File: config.mk
export PLATFORM = sky130hd
export DESIGN_NAME = tone_envelope
export DESIGN_NICKNAME = d
export VERILOG_FILES = /design/src/rtl/tone_envelope_pkg.sv /design/src/rtl/tone_envelope_sigma_delta_dac.sv /design/src/rtl/tone_envelope.sv
export SDC_FILE = /design/constraint.sdc
export NUM_CORES = 1
export LEC_CHECK = 0
export ABC_CLOCK_PERIOD_IN_PS = 3100
export BUFFER_PORTS_ARGS = -buffer_cell sky130_fd_sc_hd__buf_2
export CORE_AREA = 2 2 76 78
export DETAILED_ROUTE_END_ITERATION = 16
export DIE_AREA = 0 0 78 80
export PLACE_DENSITY = 0.83
export SLEW_MARGIN = 20
export SYNTH_ARGS = -nofsm -noshare
export SYNTH_HDL_FRONTEND = slang
export SYNTH_HIERARCHICAL = 1
export SYNTH_SLANG_ARGS = --single-unit
File: constraint.sdc
create_clock -name clk_i -period 3.1 [get_ports clk_i]
set_input_delay 0.465 -clock clk_i [delete_from_list [all_inputs] [get_ports clk_i]]
set_output_delay 0.465 -clock clk_i [all_outputs]
set_load 0.005 [all_outputs]
File: src/rtl/tone_envelope_pkg.sv
// Shared state encoding and helpers for the tone envelope slice.
package tone_envelope_pkg;

   typedef enum logic [2:0] {
      IDLE    = 3'd0,
      ATTACK  = 3'd1,
      DECAY   = 3'd2,
      SUSTAIN = 3'd3,
      RELEASE = 3'd4
   } env_state_t;

   localparam int unsigned           ENV_BW_LVL  = 8;
   localparam logic [ENV_BW_LVL-1:0] ENV_LVL_MAX = '1;

   // A zero step would stall the envelope forever, so it behaves as 1.
   function automatic logic [3:0] eff_step(input logic [3:0] s);
      return (s == 4'd0) ? 4'd1 : s;
   endfunction

endpackage

File: src/rtl/tone_envelope_sigma_delta_dac.sv
// First-order sigma-delta modulator: carry-out of a level accumulator gives pulse density.
module sigma_delta_dac #(
   parameter int unsigned BW = 8
) (
   input  logic          clk_i,
   input  logic          rst_n_i,
   input  logic [BW-1:0] level_i,
   output logic          dens_o
);

   logic [BW-1:0] acc;
   logic [BW:0]   sum;

   assign sum = {1'b0, acc} + {1'b0, level_i};

   always_ff @(posedge clk_i or negedge rst_n_i) begin
      if (!rst_n_i) begin
         acc    <= '0;
         dens_o <= 1'b0;
      end else begin
         {dens_o, acc} <= sum;
      end
   end

endmodule

File: src/rtl/tone_envelope.sv
// Attack/decay/sustain envelope that gates a square wave through a sigma-delta density.
// Optional release phase on gate_i falling edge is enabled by defining ENV_RELEASE_EN.
module tone_envelope
   import tone_envelope_pkg::*;
#(
   parameter int unsigned        BW_LVL   = 8,
   parameter int unsigned        BW_PRE   = 16,
   parameter logic [BW_PRE-1:0]  TICK_DIV = 16'd9600
) (
   input  logic              clk_i,
   input  logic              rst_n_i,
   input  logic              strb_i,
   input  logic              gate_i,
   input  logic              tone_i,
   input  logic [3:0]        attackStep_i,
   input  logic [3:0]        decayStep_i,
   input  logic [BW_LVL-1:0] sustainLvl_i,
   output logic              sound_o,
   output logic [BW_LVL-1:0] level_o,
   output logic [2:0]        state_o
);

   localparam logic [BW_LVL-1:0] LVL_MAX  = '1;
   localparam logic [BW_PRE-1:0] PRE_LAST = TICK_DIV - 1'b1;

   env_state_t        state;
   logic [BW_LVL-1:0] level;
   logic [BW_PRE-1:0] pre;
   logic              tick;
   logic              dens;
   logic [BW_LVL:0]   a_ext;
   logic [BW_LVL:0]   d_ext;
   logic [BW_LVL:0]   up;
   logic [BW_LVL:0]   dn;

   assign tick  = (pre == PRE_LAST);
   assign a_ext = (BW_LVL + 1)'(eff_step(attackStep_i));
   assign d_ext = (BW_LVL + 1)'(eff_step(decayStep_i));
   assign up    = {1'b0, level} + a_ext;
   assign dn    = {1'b0, level} - d_ext;

`ifdef ENV_RELEASE_EN
   logic gate_q;
   logic gate_fall;

   assign gate_fall = gate_q & ~gate_i;

   always_ff @(posedge clk_i or negedge rst_n_i) begin
      if (!rst_n_i) gate_q <= 1'b0;
      else          gate_q <= gate_i;
   end
`else
   logic unused_gate;
   assign unused_gate = gate_i;
`endif

   always_ff @(posedge clk_i or negedge rst_n_i) begin
      if (!rst_n_i)              pre <= '0;
      else if (strb_i || tick)   pre <= '0;
      else                       pre <= pre + 1'b1;
   end

   // Strobe retriggers without clearing level and pre-empts a coincident tick.
   always_ff @(posedge clk_i or negedge rst_n_i) begin
      if (!rst_n_i) begin
         state <= IDLE;
         level <= '0;
      end else if (strb_i) begin
         state <= ATTACK;
`ifdef ENV_RELEASE_EN
      end else if (gate_fall && (state == ATTACK || state == DECAY || state == SUSTAIN)) begin
         state <= RELEASE;
`endif
      end else begin
         case (state)
            IDLE: level <= '0;
            ATTACK: if (tick) begin
               if (up >= {1'b0, LVL_MAX}) begin
                  level <= LVL_MAX;
                  state <= DECAY;
               end else begin
                  level <= up[BW_LVL-1:0];
               end
            end
            // Also covers sustainLvl_i >= level: dn is then below sustain.
            DECAY: if (tick) begin
               if (!dn[BW_LVL] && dn[BW_LVL-1:0] > sustainLvl_i) begin
                  level <= dn[BW_LVL-1:0];
               end else begin
                  level <= sustainLvl_i;
                  state <= SUSTAIN;
               end
            end
            SUSTAIN: level <= sustainLvl_i;
`ifdef ENV_RELEASE_EN
            RELEASE: if (tick) begin
               if (!dn[BW_LVL] && dn[BW_LVL-1:0] != '0) begin
                  level <= dn[BW_LVL-1:0];
               end else begin
                  level <= '0;
                  state <= IDLE;
               end
            end
`endif
            default: begin
               level <= '0;
               state <= IDLE;
            end
         endcase
      end
   end

   sigma_delta_dac #(.BW(BW_LVL)) u_dac (
      .clk_i   (clk_i),
      .rst_n_i (rst_n_i),
      .level_i (level),
      .dens_o  (dens)
   );

   always_ff @(posedge clk_i or negedge rst_n_i) begin
      if (!rst_n_i) sound_o <= 1'b0;
      else          sound_o <= tone_i & dens;
   end

   assign level_o = level;
   assign state_o = state;

endmodule
== Word-level counts from Yosys, hierarchy flattened ==
Cells that the tools add are included.

* Add/sub/neg operators: 4
* Magnitude comparators: 2
* Equality and inequality tests: 11
* Mux-type cells: 14
* Bitwise gates (word level): 2
* Reduce and logical (&&, ||, !) cells: 9

{| class="wikitable"
|+ Operators with widths
! kind !! number
|-
| 2-to-1 mux 8 bit || 4
|-
| case mux 8 bit (3 select lines) || 1
|-
| adder 16 x 1 -> 16 bit, second input constant || 1
|-
| equality test 16 x 14 -> 1 bit, second input constant || 1
|-
| 2-to-1 mux 16 bit || 1
|-
| 2-to-1 mux 3 bit || 5
|-
| != test 3 bit, second input constant || 4
|-
| adder 8 x 4 -> 9 bit || 1
|-
| adder 8 x 8 -> 9 bit || 1
|-
| greater-or-equal comparator 9 x 8 -> 1 bit, second input constant || 1
|-
| case mux 3 bit (3 select lines) || 1
|-
| subtractor 8 x 4 -> 9 bit || 1
|-
| greater-than comparator 8 bit || 1
|-
| logical NOT 4 bit || 2
|-
| 2-to-1 mux 4 bit || 2
|-
| equality test 3 x 2 -> 1 bit, second input constant || 2
|-
| AND reduction 5 bit || 1
|-
| != test 2 bit, second input constant || 2
|-
| equality test 3 x 1 -> 1 bit, second input constant || 1
|-
| logical NOT 3 bit || 1
|-
| AND reduction 3 bit || 1
|-
| != test 2 x 1 -> 1 bit, second input constant || 1
|-
| OR reduction 2 bit || 1
|-
| bitwise AND 1 bit || 1
|-
| 4 further kinds || 4
|}

* Register bits: 37
* Input port bits: 21
* Output and inout bits: 12
* Word-level logic and storage cells: 48

== Longest topological paths before layout ==
* Word-level depth: 9
* Gate-level depth with buffers: 18
* Depth with buffers taken out: 17

== By module ==
Netlist, hierarchy kept.

{| class="wikitable"
|+ By module, submodules not included
! module !! instances !! cells an instance !! area each (um2) !! sequential area each (um2)
|-
| tone_envelope || 1 || 267 || 2263.4 || 675.6
|-
| sigma_delta_dac || 1 || 51 || 549.3 || 225.2
|}

== Worst setup path before layout ==
No wires, ideal clock.

* Kind: input port to flip-flop
* From: in decayStep_i[1]
* To: reg level[7] (netlist: level_o[7])
* Setup time: 0.140 ns
* Arrival time: 3.405 ns
* Required time: 2.960 ns
* Slack: -0.445 ns
* Stages on the path: 18
* Buffers on the path: 1
* Path through: inv_1 a31o_2 ha_1 inv_1 fa_1 a21o_1 a21oi_1 a21boi_0 or2_2 ha_1 nand2_1 nor2_1 and3_1 nor3_2 buf_6 nor2_1 a31oi_1 a31oi_1

* Longest elaborated chain between the ends: 8
* Elaborated cells between the ends (all ways): 9

{| class="wikitable"
|+ RTL lines
! element !! line !! RTL
|-
| start, declared || tone_envelope.sv:16 || <nowiki>input logic [3:0] decayStep_i,</nowiki>
|-
| logical NOT 4 bit || tone_envelope_pkg.sv:17 || <nowiki>return (s == 4'd0) ? 4'd1 : s;</nowiki>
|-
| 2-to-1 mux 4 bit (*) || tone_envelope_pkg.sv:17 ||
|-
| subtractor 8 x 4 -> 9 bit (*) || tone_envelope.sv:40 || <nowiki>assign dn = {1'b0, level} - d_ext;</nowiki>
|-
| greater-than comparator 8 bit / logical NOT 1 bit (equally long branches) || tone_envelope.sv:87 || <nowiki>if (!dn[BW_LVL] && dn[BW_LVL-1:0] > sustainLvl_i) begin</nowiki>
|-
| logical AND 1 bit || tone_envelope.sv:87 ||
|-
| 2-to-1 mux 8 bit (*) || tone_envelope.sv:87 ||
|-
| 2-to-1 mux 8 bit (*) || tone_envelope.sv:86 || <nowiki>DECAY: if (tick) begin</nowiki>
|-
| case mux 8 bit (3 select lines) (*) || tone_envelope.sv:75 || <nowiki>case (state)</nowiki>
|-
| end signal, assigned || tone_envelope.sv:82 || <nowiki>level <= up[BW_LVL-1:0];</nowiki>
|-
| end signal, assigned || tone_envelope.sv:88 || <nowiki>level <= dn[BW_LVL-1:0];</nowiki>
|-
| end signal, assigned || tone_envelope.sv:90 || <nowiki>level <= sustainLvl_i;</nowiki>
|-
| end, declared || tone_envelope.sv:27 || <nowiki>logic [BW_LVL-1:0] level;</nowiki>
|}

Mark *: on every way between the ends. The rest lies on a longest branch, timed or not. The select of a mux whose other input is x is not followed.
A chain may end at the register's enable or synchronous reset.

== Final worst setup path ==
* From: in decayStep_i[3]
* To: reg level[5] (netlist: level_o[5])

Same word-level chain as after synthesis.

==> flow_summary.json <==
{
  "run_status": "complete, but fails checks",
  "violations": "setup timing",
  "synth_area_mm2": 0.00281,
  "place.gp.congestion": 0.888,
  "dieArea_mm2": 0.00624,
  "critPathCaptureType": "flip-flop",
  "htree_levels": 2,
  "drv_cap": 0,
  "syn_nets": 372,
  "wl_per_cell_um": 14.8,
  "antenna_found_initial": 0,
  "seqPwrFrac_pct": 25.0,
  "arrival_ns": 3.25,
  "grt_pass1_vias": 2386,
  "wl_um": 6590,
  "slowest_stage": "fa_2",
  "fmax_mhz": 321,
  "port_buffers": 30,
  "synthTopCellsByArea": "dfrtp_1, ha_1, xor2_1",
  "grt_util_met2_pct": 38.6,
  "multi_input_area_mm2": 0.00198,
  "r2r_setup_slack_ns": 0,
  "yosysWarnings": 6,
  "hpwl_um": 4740,
  "coreArea_mm2": 0.00541,
  "dp_slack_ns": -0.393,
  "power_switching_mw": 1.04,
  "seq_area_um2": 902,
  "start_util_pct": 52.0,
  "avgSynthCellArea_um2": 8.84,
  "max-clock-path-buffers": 2,
  "peakVddDrop_v": 0.000596,
  "cts_root_buf": "clkbuf_8",
  "io_pins": 33,
  "area_growth_pct": 25.4,
  "place_area_mm2": 0.00327,
  "final_area_mm2": 0.00353,
  "setup_viol": 3,
  "r2r_start": "level_o[1]$_DFFE_PN0P_",
  "first_iter_violations": 117,
  "slew_headroom_pct": 46.4,
  "crit_family": "simple AND/OR/NAND/NOR gates",
  "stdcell_count": 445,
  "async_reset_ff_share_pct": 100,
  "min_period_ns": 3.11,
  "firstDrtPassIters": 4,
  "cp.required_ns": 3.24,
  "path_cells": "buf_2 > inv_2 > a31o_4 > ha_4 > inv_2 > fa_2 > a21o_1 > a21oi_4 > a21boi_2 > or2_4 > ha_4 > nand2_4 > nor2_4 > and3_4 > nor3_4 > buf_6 > nand2b_1 > o211ai_1 > a31oi_1",
  "grt_max_degree": 37,
  "crit_path_start": "decayStep_i[3]",
  "synth-main-ff-cell": "dfrtp_1",
  "cp.buffers_inverters": 4,
  "vias": 2560,
  "clkPwrFrac_pct": 14.2,
  "pwr-share-comb_pct": 60.8,
  "cts_sinks": 36,
  "cp-endpoint": "level_o[5]$_DFFE_PN0P_",
  "hp-class": "input pin to asynchronous set/reset pin",
  "grt_overflow_total": 0,
  "path_depth": 19,
  "grt_use_total_pct": 22.1,
  "yosysTopAreaCellShare_pct": 32.0,
  "critical_path.max_fanout": 7,
  "via_per_inst": 5.75,
  "antenna-diode-count": 0,
  "sw_frac_of_total_pct": 41.6,
  "synth_cells": 318,
  "crit_path_max_incr_delay_ns": 0.34,
  "clkLatencyLatePin_ns": 0.30,
  "crit_type": "input pin to flip-flop",
  "cts_tree": "yes",
  "maxSlewViolCount": 0,
  "clock_skew_ns": 0.00566,
  "post-route-util_pct": 65.3,
  "synth_edf_count": 0,
  "dp_cells": 434,
  "regToRegEndpoint": "level_o[5]$_DFFE_PN0P_",
  "yosys.area.top_type": "dfrtp_1",
  "fill_cells": 437,
  "setup_slack_ns": -0.0150,
  "die_h_um": 80,
  "fin_nets": 426,
  "route.detailed.drc": 0,
  "p_int_mw": 1.46,
  "worst_setup_path_start_kind": "input pin",
  "grt_pass1_wl_um": 10900,
  "r2r_cells": 14,
  "synth_cell_type_count": 54,
  "p_leak_nw": 1.65,
  "chipWidth_um": 78,
  "worstMarginPinSlew_ns": 0.804,
  "hold_viol": 0,
  "grt_util_met3_pct": 4.19,
  "grt_util_met1_pct": 28.0,
  "fin_crit_sh_pct": 100,
  "powerDensity_mw_per_mm2": 707,
  "cts_buffers": 5,
  "fin_setup_tns_ns": -0.0260,
  "drive_gt1_share_pct": 29.0,
  "antenna_left": 0,
  "rows": 27,
  "busiest_layer": "met2",
  "grt_setup_unrepaired": "yes",
  "ys_ff_latch": 36,
  "synth-seq-area-share_pct": 32.0,
  "path_clk_slew_ns": 0.07
}
## registers in the layout, summed over array words and instances (netlist names)
name          flops
pre              16
level_o           8
u_dac/acc         8
state_o           2
sound_o           1
u_dac/dens_o      1
## per-stage QoR
stage | hold WS [ns] | power (mW)
detailed placement | 0.433 | 1.99
CTS | 0.285 | 2.39
global route | 0.326 | 2.68
global placement | 0.434 | 1.94
finish | 0.257 | 2.49
floorplan | 0.169 | 1.60
## logic make-up (layout without fill, tap and decap cells)
logic type | after synthesis | count (layout) | synth area share [%]
flip-flops | 36 | 36 | 32.0
XOR/XNOR | 27 | 27 | 8.41
AND/OR/NAND/NOR | 104 | 104 | 18.8
adder cells (fa/ha/maj) | 33 | 33 | 15.5
other | 1 | 1 | 0.133
multiplexers | 1 | 1 | 0.356
buffers and inverters | 31 | 86 | 4.54
AO/OA/AOI/OAI | 85 | 85 | 20.3
## power groups by stage
stage                     Sequential, mW  Clock, mW  Combinational, mW
after CTS                          0.621      0.360               1.41
final                              0.623      0.355               1.52
after global routing               0.630      0.382               1.67
after detailed placement           0.631          0               1.36
after global placement             0.628          0               1.31
after floorplan                    0.640          0              0.958
## how the worst min path moves through the flow
stage / from / to / slack [ns] / cells after the start
2_1_floorplan: rst_n_i / level_o[0]$_DFFE_PN0P_ / 0.17 / 0
3_3_place_gp: u_dac/dens_o$_DFF_PN0_ / sound_o$_DFF_PN0_ / 0.43 / 1
3_5_place_dp: u_dac/dens_o$_DFF_PN0_ / sound_o$_DFF_PN0_ / 0.43 / 1
4_1_cts: rst_n_i / u_dac/acc[6]$_DFF_PN0_ / 0.29 / 1
5_1_grt: rst_n_i / state_o[1]$_DFFE_PN0P_ / 0.33 / 1
6_report: rst_n_i / state_o[1]$_DFFE_PN0P_ / 0.26 / 1
## layout by cell type, fill, tap and decap left out, drive strengths merged, types with 2 or more instances in the layout
master | synthesis | final
a21o | 7 | 7
ha | 30 | 30
nand2 | 17 | 17
clkbuf | 7 | 7
and3 | 10 | 10
nor2 | 28 | 28
a31o | 2 | 2
a31oi | 10 | 10
a311o | 2 | 2
nand3 | 16 | 16
nand2b | 5 | 5
o31a | 3 | 3
o21a | 2 | 2
dfrtp | 36 | 36
a21oi | 20 | 20
nor4 | 2 | 2
a41oi | 3 | 3
o21bai | 2 | 2
xor2 | 20 | 20
nor2b | 6 | 6
nor3 | 9 | 9
o31ai | 2 | 2
xnor2 | 7 | 7
or2 | 2 | 2
buf | 2 | 56
o21ai | 20 | 20
and2 | 3 | 3
fa | 3 | 3
inv | 22 | 22
## synth_stat cells (all sizes together) (9+ instances only)
cell type and count:
dfrtp 36, ha 30, nor2 28, inv 22, a21oi 20, o21ai 20
xor2 20, nand2 17, nand3 16, a31oi 10, and3 10, nor3 9
## metal layers
layer | share of wire (%) | vias up | wire [um]
met5 | 0 | - | 0
met4 | 1.5 | 0 | 96
met3 | 5.0 | 14 | 332
met2 | 50 | 84 | 3330
met1 | 43 | 1218 | 2840
li1 | - | 1244 | -
## timing repair
| item | CTS | global route |
|---|---|---|
| pin swaps | 12 | 21 |
| setup endpoints to repair | 10 | 10 |
| cloned | 0 | 0 |
| hold buffers | 0 | 0 |
| buffers inserted | 1 | 2 |
| gates resized for setup | 12 | 20 |
## worst register-to-register path: stages, from the launching register on
cell and delay (ns):
dfrtp_2 0.44, ha_4 0.22, nor2b_4 0.12, o31a_1 0.36
nor3_2 0.23, xor2_1 0.22, ha_1 0.29, nand2_2 0.09
nor2_4 0.04, and3_4 0.16, nor3_4 0.31, buf_6 0.19
nand2b_1 0.06, o211ai_1 0.09, a31oi_1 0.11
## layout make-up
type / count / share of cell area [%]
inverters: 22 / 2.77
flip-flops and latches: 36 / 25.6
clock inverters: 1 / 0.213
clock buffers: 7 / 2.45
repair buffers: 56 / 10.2
multi-input cells: 251 / 56.3
well taps: 72 / 2.55
(Power assumes the default switching activity.)
